**src/rtl/rf_seq_pkg.sv**
```systemverilog
// Shared opcode, shift and state definitions for the register-file sequencer.
// Imported by the sequencer top level and its ALU.
package rf_seq_pkg;

   localparam int DATA_W = 16;
   localparam int REG_W  = 3;

   localparam logic [2:0] OP_MOVI = 3'b000;
   localparam logic [2:0] OP_MOV  = 3'b001;
   localparam logic [2:0] OP_ADD  = 3'b010;
   localparam logic [2:0] OP_CMP  = 3'b011;
   localparam logic [2:0] OP_AND  = 3'b100;
   localparam logic [2:0] OP_MVN  = 3'b101;

   localparam logic [1:0] SH_NONE = 2'b00;
   localparam logic [1:0] SH_LSL  = 2'b01;
   localparam logic [1:0] SH_LSR  = 2'b10;
   localparam logic [1:0] SH_ASR  = 2'b11;

   typedef enum logic [2:0] {
      IDLE,
      RD_N,
      RD_M,
      EXEC,
      WB,
      DONE
   } rf_seq_state_t;

   function automatic logic op_illegal(input logic [2:0] op);
      return (op > OP_MVN);
   endfunction

   function automatic logic op_sets_flags(input logic [2:0] op);
      return (op == OP_ADD) || (op == OP_CMP) || (op == OP_AND) || (op == OP_MVN);
   endfunction

endpackage

```
**src/rtl/rf_seq_alu.sv**
```systemverilog
// Combinational shifter and ALU for the register-file sequencer.
// The shift always applies to the B (Rm) operand only.
module rf_seq_alu
   import rf_seq_pkg::*;
(
   input  logic [DATA_W-1:0] a,
   input  logic [DATA_W-1:0] b,
   input  logic [2:0]        op,
   input  logic [1:0]        sh,
   output logic [DATA_W-1:0] result,
   output logic              n,
   output logic              v,
   output logic              z
);

   logic [DATA_W-1:0] b_sh;

   always_comb begin
      unique case (sh)
         SH_LSL:  b_sh = {b[DATA_W-2:0], 1'b0};
         SH_LSR:  b_sh = {1'b0, b[DATA_W-1:1]};
         SH_ASR:  b_sh = {b[DATA_W-1], b[DATA_W-1:1]};
         default: b_sh = b;
      endcase
   end

   // NOTE: every output gets a default first so no path through the case infers a latch.
   always_comb begin
      result = b_sh;
      v      = 1'b0;
      case (op)
         OP_ADD: begin
            result = a + b_sh;
            v      = (a[DATA_W-1] == b_sh[DATA_W-1]) && (result[DATA_W-1] != a[DATA_W-1]);
         end
         OP_CMP: begin
            result = a - b_sh;
            v      = (a[DATA_W-1] != b_sh[DATA_W-1]) && (result[DATA_W-1] != a[DATA_W-1]);
         end
         OP_AND:  result = a & b_sh;
         OP_MVN:  result = ~b_sh;
         default: result = b_sh;
      endcase
      n = result[DATA_W-1];
      z = (result == '0);
   end

endmodule

```
**src/rtl/regfile_sequencer.sv**
```systemverilog
// Initiator-side controller for the 8x16 register file: fetches operands,
// runs the ALU/shift, writes back and maintains the N/V/Z flags.
module regfile_sequencer
   import rf_seq_pkg::*;
(
   input  logic              clk,
   input  logic              reset_n,
   input  logic              start,
   output logic              ready,
   input  logic [2:0]        cmd_op,
   input  logic [REG_W-1:0]  cmd_rd,
   input  logic [REG_W-1:0]  cmd_rn,
   input  logic [REG_W-1:0]  cmd_rm,
   input  logic [1:0]        cmd_sh,
   input  logic [7:0]        cmd_imm,
   output logic              done,
   output logic              err,
   output logic [REG_W-1:0]  rf_readnum,
   input  logic [DATA_W-1:0] rf_data_out,
   output logic [REG_W-1:0]  rf_writenum,
   output logic              rf_write,
   output logic [DATA_W-1:0] rf_data_in,
   output logic [2:0]        flags
);

   rf_seq_state_t state, state_nx;

   logic [2:0]        op_q;
   logic [REG_W-1:0]  rd_q, rn_q, rm_q;
   logic [1:0]        sh_q;
   logic [7:0]        imm_q;
   logic [DATA_W-1:0] a_q, b_q, c_q;
   logic [DATA_W-1:0] alu_result;
   logic              alu_n, alu_v, alu_z;
   logic              accept;

   assign accept = start && (state == IDLE);

   // NOTE: sequential state uses non-blocking assignments so every register samples pre-edge values.
   always_ff @(posedge clk or negedge reset_n) begin
      if (!reset_n) state <= IDLE;
      else          state <= state_nx;
   end

   always_comb begin
      state_nx = state;
      unique case (state)
         IDLE: if (start) begin
            if (op_illegal(cmd_op))                           state_nx = DONE;
            else if (cmd_op == OP_MOVI)                       state_nx = EXEC;
            else if ((cmd_op == OP_MOV) || (cmd_op == OP_MVN)) state_nx = RD_M;
            else                                              state_nx = RD_N;
         end
         RD_N:    state_nx = RD_M;
         RD_M:    state_nx = EXEC;
         EXEC:    state_nx = (op_q == OP_CMP) ? DONE : WB;
         WB:      state_nx = DONE;
         DONE:    state_nx = IDLE;
         default: state_nx = IDLE;
      endcase
   end

   always_comb begin
      ready       = (state == IDLE);
      done        = (state == DONE);
      err         = (state == DONE) && op_illegal(op_q);
      rf_write    = (state == WB);
      rf_writenum = (state == WB) ? rd_q : '0;
      rf_data_in  = c_q;
      unique case (state)
         RD_N:    rf_readnum = rn_q;
         RD_M:    rf_readnum = rm_q;
         default: rf_readnum = '0;
      endcase
   end

   always_ff @(posedge clk or negedge reset_n) begin
      if (!reset_n) begin
         op_q  <= '0;
         rd_q  <= '0;
         rn_q  <= '0;
         rm_q  <= '0;
         sh_q  <= '0;
         imm_q <= '0;
      end else if (accept) begin
         op_q  <= cmd_op;
         rd_q  <= cmd_rd;
         rn_q  <= cmd_rn;
         rm_q  <= cmd_rm;
         sh_q  <= cmd_sh;
         imm_q <= cmd_imm;
      end
   end

   rf_seq_alu u_alu (
      .a      (a_q),
      .b      (b_q),
      .op     (op_q),
      .sh     (sh_q),
      .result (alu_result),
      .n      (alu_n),
      .v      (alu_v),
      .z      (alu_z)
   );

   // Sources are captured before WB, so Rd may alias Rn or Rm safely.
   always_ff @(posedge clk or negedge reset_n) begin
      if (!reset_n) begin
         a_q   <= '0;
         b_q   <= '0;
         c_q   <= '0;
         flags <= '0;
      end else begin
         if (state == RD_N) a_q <= rf_data_out;
         if (state == RD_M) b_q <= rf_data_out;
         if (state == EXEC) begin
            c_q <= (op_q == OP_MOVI) ? {{8{imm_q[7]}}, imm_q} : alu_result;
            if (op_sets_flags(op_q)) flags <= {alu_n, alu_v, alu_z};
         end
      end
   end

endmodule

```
**config.mk**
```make
export PLATFORM = sky130hd
export DESIGN_NAME = regfile_sequencer
export DESIGN_NICKNAME = d
export VERILOG_FILES = /design/src/rtl/rf_seq_pkg.sv /design/src/rtl/rf_seq_alu.sv /design/src/rtl/regfile_sequencer.sv
export SDC_FILE = /design/constraint.sdc
export NUM_CORES = 1
export LEC_CHECK = 0
export ABC_AREA = 1
export CAP_MARGIN = 10
export CORE_ASPECT_RATIO = 0.7
export CORE_MARGIN = 2
export CORE_UTILIZATION = 55
export CTS_BUF_LIST = sky130_fd_sc_hd__clkbuf_8 sky130_fd_sc_hd__clkbuf_16
export DETAILED_ROUTE_END_ITERATION = 12
export HOLD_SLACK_MARGIN = 0.06
export PLACE_DENSITY = 0.75
export SKIP_LAST_GASP = 1
export SYNTH_ARGS = -nofsm -noshare
export SYNTH_HDL_FRONTEND = slang
export SYNTH_SLANG_ARGS = --single-unit
```
**constraint.sdc**
```tcl
create_clock -name clk -period 4.1 [get_ports clk]
set_clock_uncertainty 0.2 [all_clocks]
set_input_delay 0.615 -clock clk [delete_from_list [all_inputs] [get_ports clk]]
set_output_delay 0.615 -clock clk [all_outputs]
set_load 0.05 [all_outputs]
```
==> qor.csv <==
metric,value,unit
synthTopCellsByCount,"nand2_1 (260), inv_1 (128), dfrtp_1 (76), nand3_1 (72), nor2_1 (72)",
yosysUniqueCellTypes,43,
grt_first_pass_wirelength,30160,um
ioPinCount,70,
ys_ff_latch,76,
worstPathRequired,4170,ps
grt_max_degree,77,
worst_pin_slew,1112,ps
reg2reg_depth,19,
wl_per_cell,17.40,um
slew_headroom,25.72,%
setup_viol,0,
final_hold_viol_count,0,
synth_area,6008,sq um
grt-ovfl-total,0,
synth_warnings,0,
cts_buffers,9,
start_util,57.37,%
cp-end-kind,flip-flop,
start_kind,flip-flop,
dp_hpwl,14680,um
met3_usage,12.67,%
syn_avg_cell_area,6.828,sq um
synth_adder_area_share,8.163,%
status,"finished, final reports clean",
nFillCells,906,
fp.dieW,128.9,um
die_area,11790,sq um
busiest_layer,met2,
fmax,0.2737,GHz
synthFlopType,dfrtp_1,
yosys-top-cells-area,"dfrtp_1 (32%), nand2_1 (16%), inv_1 (8.0%)",
grt_use_met1,46.47,%
nNetsFinal,1021,
fp-row-count,31,
vias,6210,
cts.sinks,76,
firstDrtPassIters,5,
htreeDepth,3,
post-route-period-util,89.11,%
yosys.area.top_type,dfrtp_1,
synthSimpleGateAreaFrac,32.36,%
reg2reg_to,flags[0],
drt_iter0_markers,666,
critPathMaxStageDelay,490,ps
path_max_fanout,12,
drive_gt1_share,9.619,%
gp_congestion,1.075,
crit_top_cell,nand2_1,
antenna_found_initial,0,
grt_pass1_vias,5914,
die-height,91.45,um
synth_top_family_by_area,simple AND/OR/NAND/NOR gates,
maxCapViolations,0,
vias_per_cell,5.761,
r2r_start,sh_q[1],
grt_use_met2,47.27,%
numPortBuffers,69,
track_usage,32.84,%
hold_slack,213.4,ps
clkLatencyLatePin,340,ps
async_reset_ff_share,100.0,%
clkTransAtPathRegs,60,ps
cts_tree,built,
syn_inst,880,
crit_path_top_delay_cell,ha_1,
hold_class,input port to async pin,
drc,0,
synth_edf_count,0,
ant_nets,0,
layout-area-overhead-vs-synth,18.78,%
crit_start,sh_q[1],
ctsHoldBuffers,0,
num_antenna_cells,0,
clock_path_buffers,2,
path_class,flip-flop to flip-flop,
synth_compound_area_share,12.04,%
synth-xor-area-share,0.1458,%
arrival,3720,ps
yosysSeqAreaShare,31.65,%
finalCriticalPeriod,3653,ps
worstPathCellList,inv_2 -> nand2_4 -> o221ai_1 -> inv_1 -> ha_1 -> inv_2 -> nand2_1 -> inv_1 -> nand2_1 -> inv_1 -> a21oi_1 -> nand3_1 -> nand3_1 -> nand3_1 -> nand2_1 -> nand2_1 -> nor2_1 -> nand3_1 -> nand2_1,
yosysTopAreaCellShare,31.65,%
reg2reg_slack,450,ps
drv_slew,0,
cts_root_buffer,clkbuf_16,
rsz0062_at_grt,no,
endpoint,flags[0],
setup_tns,0,ps
synth.most_common_cell,nand2_1,
synth_nets,959,
synthMuxAreaShare,4.873,%
crit_buf_inv,5,
path_depth,19,
routed_wl,18750,um
path_delay_family,simple AND/OR/NAND/NOR gates,
core-area,10470,sq um
-- worst min path at each step --
stage	start	to	slack [ps]	cells past startpoint
CTS	reset_n	rf_data_in[3]	260	1
detailed placement	rf_data_in[2]	rf_data_in[2]	280	2
global route	reset_n	rf_data_in[6]	310	1
floorplan	reset_n	a_q[0]	120	0
finish	reset_n	imm_q[3]	210	1
global placement	rf_data_in[6]	rf_data_in[6]	270	2
-- registers in the layout (all words and copies together), names as in the netlist --
register,count
state,3
a_q,16
rf_data_in,16
rm_q,3
flags,3
b_q,16
rn_q,3
imm_q,8
op_q,3
rd_q,3
sh_q,2
-- what timing repair did --
| action | 4_1_cts | 5_1_grt |
|---|---|---|
| setup buffers | 0 | 0 |
| gates resized for setup | 0 | 1 |
| endpoints found under the setup margin | 0 | 1 |
-- stage by stage --
step | area [sq um] | instances | setup slack [ps] | utilization [%]
6_report | 7137 | 1078 | 446.7 | 68.15
5_1_grt | 7137 | 1078 | 46.65 | 68.15
4_1_cts | 7131 | 1078 | 453.8 | 68.09
3_5_place_dp | 6793 | 1063 | 475.1 | 64.86
3_3_place_gp | 6793 | 1063 | 599.2 | 64.86
2_1_floorplan | 6008 | 880 | 1103 | -
-- per-layer routing --
metal	part of all wire (%)	wire [um]
met3	13	2481
met4	2.1	389
met5	0	0
met2	41	7658
met1	44	8222
-- cells in the final DEF, fill, tap and decap left out, drive strengths merged --
cell type | netlist | routed
nor3 | 6 | 6
dfrtp | 76 | 76
o211ai | 1 | 1
a21oi | 41 | 41
o21a | 4 | 4
a41oi | 1 | 1
nor2 | 75 | 75
nor3b | 1 | 1
a22oi | 4 | 4
a31o | 1 | 1
clkbuf | 11 | 9
ha | 36 | 36
fa | 2 | 2
and2 | 3 | 3
nand3 | 77 | 77
xor2 | 1 | 1
clkinv | 2 | 4
mux2 | 26 | 26
bufinv | 0 | 3
inv | 138 | 139
buf | 13 | 7
a31oi | 2 | 2
o21bai | 4 | 4
or2 | 4 | 4
nand4 | 13 | 13
nand3b | 3 | 3
o221ai | 9 | 9
o21ai | 55 | 55
nand2 | 271 | 271
clkdlybuf4s50 | 0 | 68
-- kinds of logic (layout without fill, tap and decap cells) --
family | after synthesis | after routing
muxes | 26 | 26
buffers and inverters | 164 | 230
xor gates and xnor gates | 1 | 1
adders and majority gates | 38 | 38
AOI/OAI and AO/OA | 122 | 122
DFF | 76 | 76
and+or+nand+nor | 453 | 453
-- cell type report --
class	count	area (sq um)	share of cell area [%]
multi-input cells	640	3471	48.63
clock inverters	6	112.6	1.578
flip-flops and latches	76	1902	26.65
clock buffers	9	225.2	3.156
well taps	132	165.2	2.314
inverters	140	528.0	7.398
repair buffers	75	733.2	10.27
Power is left out: the tool's default activity adds up to more than one toggle a clock period on the data nets, which glitch-free logic cannot reach.
